File: config.mk
export PLATFORM = sky130hd
export DESIGN_NAME = boot_mem_sequencer
export DESIGN_NICKNAME = d
export VERILOG_FILES = /design/src/rtl/boot_mem_sequencer.sv
export SDC_FILE = /design/constraint.sdc
export NUM_CORES = 1
export LEC_CHECK = 0
export CAP_MARGIN = 25
export CORE_UTILIZATION = 35
export CTS_BUF_LIST = sky130_fd_sc_hd__clkbuf_16
export CTS_CLUSTER_DIAMETER = 60
export DETAILED_ROUTE_END_ITERATION = 16
export DONT_BUFFER_PORTS = 1
export GPL_TIMING_DRIVEN = 1
export REMOVE_ABC_BUFFERS = 1
export SYNTH_ARGS = -nofsm -noshare
export SYNTH_HDL_FRONTEND = slang
export SYNTH_SLANG_ARGS = --single-unit
File: constraint.sdc
create_clock -name clk -period 2.85 [get_ports clk]
set_clock_uncertainty 0.1 [all_clocks]
set_input_delay 0.57 -clock clk [delete_from_list [all_inputs] [get_ports clk]]
set_output_delay 0.57 -clock clk [all_outputs]
set_load 0.005 [all_outputs]
File: src/rtl/boot_mem_sequencer.sv
// Block-RAM port owner: a UART bootloader fills memory from BASE_ADDR after reset,
// then the port passes through to the CPU load/store path until the next reset.
module boot_mem_sequencer #(
   parameter int unsigned       ADDR_W    = 19,
   parameter logic [ADDR_W-1:0] BASE_ADDR = '0
) (
   input  logic              clk,
   input  logic              rstn,
   input  logic              rx_valid,
   input  logic [7:0]        rx_data,
   input  logic              cpu_req,
   input  logic              cpu_we,
   input  logic [ADDR_W-1:0] cpu_addr,
   input  logic [31:0]       cpu_wdata,
   output logic [31:0]       cpu_rdata,
   output logic              cpu_rvalid,
   output logic              cpu_ready,
   output logic [ADDR_W-1:0] mem_addr,
   output logic [31:0]       mem_wdata,
   output logic              mem_we,
   input  logic [31:0]       mem_rdata,
   output logic              boot_done,
   output logic [31:0]       words_loaded
);

   typedef enum logic [1:0] {S_HDR, S_DATA, S_WR, S_RUN} state_e;

   state_e      state_q, state_d;
   logic [1:0]  bidx_q, bidx_d;
   logic [31:0] shift_q, shift_d;
   logic [31:0] count_q, count_d;
   logic [31:0] wbuf_q, wbuf_d;
   logic [31:0] words_q, words_d;
   logic        rvalid_q, rvalid_d;

   logic        byteTake;
   logic        lastByte;
   logic [31:0] fullWord;
   logic [31:0] wordsInc;

   always_ff @(posedge clk) begin
      if (!rstn) begin
         state_q  <= S_HDR;
         bidx_q   <= 2'd0;
         shift_q  <= 32'd0;
         count_q  <= 32'd0;
         wbuf_q   <= 32'd0;
         words_q  <= 32'd0;
         rvalid_q <= 1'b0;
      end else begin
         state_q  <= state_d;
         bidx_q   <= bidx_d;
         shift_q  <= shift_d;
         count_q  <= count_d;
         wbuf_q   <= wbuf_d;
         words_q  <= words_d;
         rvalid_q <= rvalid_d;
      end
   end

   // Bytes keep being assembled in S_WR so a byte landing in the write cycle
   // becomes byte 0 of the next word; bidx wraps to 0 on the 4th byte.
   always_comb begin
      byteTake = rx_valid && (state_q != S_RUN);
      lastByte = byteTake && (bidx_q == 2'd3);
      fullWord = {rx_data, shift_q[23:0]};
      wordsInc = words_q + 32'd1;
      state_d  = state_q;
      bidx_d   = bidx_q;
      shift_d  = shift_q;
      count_d  = count_q;
      wbuf_d   = wbuf_q;
      words_d  = words_q;
      rvalid_d = (state_q == S_RUN) && cpu_req && !cpu_we;
      if (byteTake) begin
         shift_d[{bidx_q, 3'b000} +: 8] = rx_data;
         bidx_d = bidx_q + 2'd1;
      end
      case (state_q)
         S_HDR: begin
            if (lastByte) begin
               count_d = fullWord;
               state_d = (fullWord == 32'd0) ? S_RUN : S_DATA;
            end
         end
         S_DATA: begin
            if (lastByte) begin
               wbuf_d  = fullWord;
               state_d = S_WR;
            end
         end
         S_WR: begin
            words_d = wordsInc;
            state_d = (wordsInc == count_q) ? S_RUN : S_DATA;
         end
         default: begin
         end
      endcase
   end

   always_comb begin
      mem_addr  = BASE_ADDR + words_q[ADDR_W-1:0];
      mem_wdata = wbuf_q;
      mem_we    = (state_q == S_WR);
      if (state_q == S_RUN) begin
         mem_addr  = cpu_addr;
         mem_wdata = cpu_wdata;
         mem_we    = cpu_req && cpu_we;
      end
   end

   assign cpu_ready    = (state_q == S_RUN);
   assign boot_done    = cpu_ready;
   assign cpu_rvalid   = rvalid_q;
   assign cpu_rdata    = mem_rdata;
   assign words_loaded = words_q;

endmodule
; ---- Word-level counts from Yosys, hierarchy flattened
; Index checks and enable logic that the tools add are counted.
[totals]
input_bits = 96
reg_bits = 133
[classes]
eq_ne = 8
shift = 2
addsub = 3
n_reduce_logical = 12
muxes = 9
[op_table]
columns = op, count
row1 = 32-bit by 1-bit adder with 32-bit output (second input constant), 1
row2 = 32-bit bitwise mux, 1
row3 = 32-bit equality test, 1
row4 = 32-bit logical NOT, 1
row5 = 32-bit 2-to-1 mux, 1
row6 = 8-bit by 7-bit variable shift with 32-bit output (first input constant), 1
row7 = 8-bit by 7-bit variable part select with 32-bit output, 1
row8 = 19-bit 2-to-1 mux, 1
row9 = 2-bit 2-to-1 mux, 4
row10 = 5-bit negator with 7-bit output, 1
row11 = 2-bit equality test (second input constant), 3
row12 = 2-bit inequality test (second input constant), 3
row13 = 2-bit case mux with 3 select lines, 1
row14 = 1-bit logical AND, 5
row15 = 2-bit AND reduction, 2
row16 = 3-bit AND reduction, 1
row17 = 3-bit nonzero test, 1
row18 = 2-bit by 1-bit adder with 2-bit output (second input constant), 1
row19 = 2-bit by 1-bit equality test with 1-bit output (second input constant), 1
row20 = 2-bit logical NOT, 1
row21 = 1-bit logical NOT, 1
row22 = 1-bit 2-to-1 mux, 1

; ---- Depth between registers and ports, before layout
; Gate-level depths: netlist of the first run.
[depth]
ltp_word = 5
ltp_mapped = 9
mapped_depth_nobuf = 8

; ---- Worst setup path before layout of the first run
; OpenSTA, ideal clock, no wires.
[synth_path]
path_kind = flip-flop to flip-flop
from = reg state_q[0]
to = reg shift_q[0]
path_buffers = 1
period_less_slack_ns = 2.463
arrival_ns = 2.296
stages_incl_launch_ff = 8
slack_ns = 0.387
cell_sequence = dfxtp_1 ha_1 nor2b_1 buf_1 nand2_1 nor4b_1 a22oi_1 nor2b_1
[synth_via]
elab_chain_cells = 2
[synth_lines]
columns = element, line
row1 = from (decl), 28  ; state_e state_q, state_d;
row2 = from (signal assigned), 51  ; state_q <= state_d;
row3 = 2-bit inequality test, 64  ; byteTake = rx_valid && (state_q != S_RUN);
row4 = 1-bit logical AND, 64
row5 = to (signal assigned), 53  ; shift_q <= shift_d;
row6 = to (decl), 30  ; logic [31:0] shift_q, shift_d;
; No other way between the ends.
; A chain may end at the register's enable or synchronous reset.

; ---- Worst setup path in the final report of the first run
[layout_path]
from = reg state_q[1]
to = out mem_addr[3]
[layout_via]
elab_chain_cells = 2
[layout_lines]
columns = element, line
row1 = 2-bit equality test, -
row2 = net boot_done, 22  ; output logic boot_done,
row3 = 19-bit 2-to-1 mux, 105  ; if (state_q == S_RUN) begin
row4 = to (decl), 18  ; output logic [ADDR_W-1:0] mem_addr,
; The timed path passes the listed nets, and every way through them passes these cells.

==> results of run 1 <==
==> per-layer routing <==
layer | up-vias | routed length, um | part of all wire, % | track usage (%)
met3 | 26 | 1750 | 9.0 | 7.76
met4 | 6 | 215 | 1.1 | 4.75
li1 | 2772 | - | - | -
met5 | - | 102 | 0.52 | 3.76
met2 | 250 | 8240 | 42 | 28.4
met1 | 2683 | 9190 | 47 | 27.2
==> flip-flops by register name (all words and copies together) (netlist names) <==
signal,cells
count_q,32
bidx_q,2
wbuf_q,32
state_q,2
shift_q,24
cpu_rvalid,1
words_loaded,32
==> logic make-up (layout without fill, tap and decap cells) <==
| family | Yosys count | count (layout) |
|---|---|---|
| AND/OR/NAND/NOR | 324 | 324 |
| AO/OA/AOI/OAI | 150 | 150 |
| multiplexers | 51 | 51 |
| buffers and inverters | 98 | 85 |
| flip-flops | 125 | 125 |
| adder cells (fa/ha/maj) | 11 | 11 |
| XOR/XNOR | 64 | 64 |
==> area by class of cell <==
type / instances / area (um2)
inverters: 14 / 52.6
repair buffers: 40 / 313
clock inverters: 14 / 219
clock buffers: 17 / 425
fillers: 1972 / 11200
well taps: 260 / 325
multi-input cells: 600 / 3810
flip-flops and latches: 125 / 2500
==> final timing paths <==
kind / from / endpoint / slack (ps) / cells after the start
worst max-delay path: state_q[1] / mem_addr[3] / 260 / 3
worst min-delay path: rx_data[1] / wbuf_q[25] / 180 / 2
worst max register to register: words_loaded[2] / state_q[1] / 330 / 7
worst min register to register: wbuf_q[26] / wbuf_q[26] / 350 / 2
==> synth_stat cells (2+ instances only) <==
cell type,n,area share (%)
mux2i_1,2,0.29
xnor2_1,30,3.9
and3_1,11,1.0
dfxtp_1,125,37
a211oi_1,2,0.22
buf_4,34,3.7
a21oi_1,56,4.1
and4_1,5,0.64
or3_1,10,0.92
nor2_1,35,1.9
nor4_1,15,1.4
nor4b_1,2,0.26
nand4_1,15,1.4
o31ai_1,2,0.22
o211ai_1,2,0.22
ha_1,11,2.0
nand3_1,19,1.4
nand2_1,156,8.6
or4_1,2,0.22
xor2_1,34,4.4
o21ai_0,16,1.2
nor3b_1,2,0.22
buf_2,9,0.66
nor3_1,12,0.88
o22ai_1,2,0.18
nand2b_1,2,0.18
a21boi_0,26,2.9
inv_1,13,0.72
mux2_2,49,8.1
and2_1,4,0.37
nor2b_1,27,2.5
a31oi_1,5,0.46
clkbuf_1,40,2.2
a22oi_1,25,2.8
==> per-stage QoR <==
step           hold WS, ps  setup TNS, ps  area (um2)  util, %
2_1_floorplan          334         -46220        6360        -
3_3_place_gp           341              0        7000     37.1
3_5_place_dp           350              0        7000     37.1
4_1_cts                165              0        7650     40.5
5_1_grt                161              0        7650     40.5
6_report               181              0        7650     40.5
==> power by group through the flow <==
stage | Sequential [mW] | Clock (mW) | Combinational, mW
after floorplan | 1.81 | 0 | 0.0725
after global placement | 1.81 | 0 | 0.102
after detailed placement | 1.81 | 0 | 0.103
after CTS | 1.77 | 2.41 | 0.103
after global routing | 1.78 | 2.48 | 0.115
final | 1.78 | 2.36 | 0.103
==> impl_results.md, run 1 <==
* Final setup viols at 0
* Final worst-path cycle share at 90.9%
* Clk sink count at 125
* Outcome: finished clean
* # placed instances at 1039
* CTS buffer count at 17
* Top FF cell, synth: dfxtp_1
* Post-CTS Resized at 0
* Largest net degree at the start of global routing at 58
* CTS tree: built
* Mux contribution to synthesized area at 8.39%
* Area Overhead vs Synth at 12.2%
* Final min period at 2590 ps
* Grt ovf at 0
* Global-route wire length before repair at 30.2 mm
* Library cells used by synthesis at 57
* Core area at 18900 um2
* Post-synth ARST share at 0%
* Pwr/cell area at 555 nW/um2
* Die height at 142 um
* Post-Synth Adder-Cell Area at 2.02%
* EDFF count, synth at 0
* # IOs at 215
* Fin. Hold Viols at 0
* Gate power share at 2.4%
* CTS H-tree lvls at 4
* Nets at 905
* Via count at 5737
* Root Driver: clkbuf_16
* Maximum vdd drop at 0.406 mV
* Final cell count without fillers at 1070
* CP max stage delay at 430 ps
* Row count at 50
* Worst Tran Pin Value at 527 ps
* RSZ-0062 raised after global routing: false
* Leak pwr at 2.73 nW
* Most frequent cells in the layout: nand2_1 (156), dfxtp_1 (125), a21oi_1 (56)
* Ys Warns at 0
* Vias in the first global route at 5322
* Register area share after synthesis at 36.7%
* Slowest cell on crit path: dfxtp_1
* Maximum fanout along the worst path at 35
* Synth Area in Simple Gates at 23.0%
* Initial antenna violation count at 1
* Number of nets still failing antenna checks after routing at 0
* Routed WL at 19.5 mm
* Req. time, crit path at 2180 ps
* Register clock-pin slew on the reported worst setup and hold paths at 60 ps
* XOR/XNOR Fraction of Synth Area at 8.22%
* 1st-iter DRT viols at 476
* Clk pwr share at 55.7%
* Psw at 889 uW
* Number of max-cap violations at 0
* Most common cell after layout, fill and taps aside: nand2_1
* Setup crit start kind: flop
* Syn_area_per_cell at 8.28 um2
* Wirelength per Cell at 18.2 um
* Mapped cell area at 6820 um2
* Post-DP HPWL at 14.1 mm
* DR DRC count at 0
* Post-synthesis compound-gate area fraction at 14.2%
* Crit Path Class: flop to primary output
* Setup ws final at 260 ps
* Sequential Power Share at 41.8%
* Seq cells post-synth at 125
* CP top delay family: flip-flops
* CTS Hold Buffers Added at 0
* Arr. time, crit path at 1920 ps
* Clk_lat worst skew at 410 ps
* Inserted Diodes at 0
* Rel. slew slack at 64.5%
* Slew Viols, Final at 0
* Vias/cell at 5.36
* Die area at 20000 um2
* Starting Density at 36.1%
* Chip Width at 142 um
* Int Pwr at 3.35 mW
* Critical Path Sink Type: primary output
* IO buf count at 0
* Post-CTS setup buffer count at 0
* Final Power at 4.24 mW
* Buffers plus inverters on the worst setup path at 1
* Fmax at 386 MHz
* Global-route usage over all layers at 19.8%
* CP Cell Sequence: ha_2, buf_4, mux2_2
* Largest family of logic cells by synthesized area: simple AND/OR/NAND/NOR gates
* DP Worst Slack at 372 ps
* Switching Share at 21.0%
* Syn Inst Count at 823
* DR pass1 iterations at 5
* Hold WC Path Type: input pin to flop
* Layout cells sized above 1 at 15.8%
* GPL Wtd Cong at 0.860
* Max clock buf depth at 2
No activity file was read; power rests on OpenSTA's default activity.
==> run 2, diff against run 1 <==
--- a/config.mk
+++ b/config.mk
@@ -13,6 +13,7 @@
 export DONT_BUFFER_PORTS = 1
 export GPL_TIMING_DRIVEN = 1
 export REMOVE_ABC_BUFFERS = 1
+export SKIP_LAST_GASP = 1
 export SYNTH_ARGS = -nofsm -noshare
 export SYNTH_HDL_FRONTEND = slang
 export SYNTH_SLANG_ARGS = --single-unit
==> results of run 2 <==
No change in the layout: final DEF, timing and power equal those of run 1.
==> run 3, diff against run 2 <==
--- a/config.mk
+++ b/config.mk
@@ -11,6 +11,7 @@
 export CTS_CLUSTER_DIAMETER = 60
 export DETAILED_ROUTE_END_ITERATION = 16
 export DONT_BUFFER_PORTS = 1
+export GPL_ROUTABILITY_DRIVEN = 0
 export GPL_TIMING_DRIVEN = 1
 export REMOVE_ABC_BUFFERS = 1
 export SKIP_LAST_GASP = 1
==> results of run 3 <==
No change in the layout: final DEF, timing and power equal those of run 1.
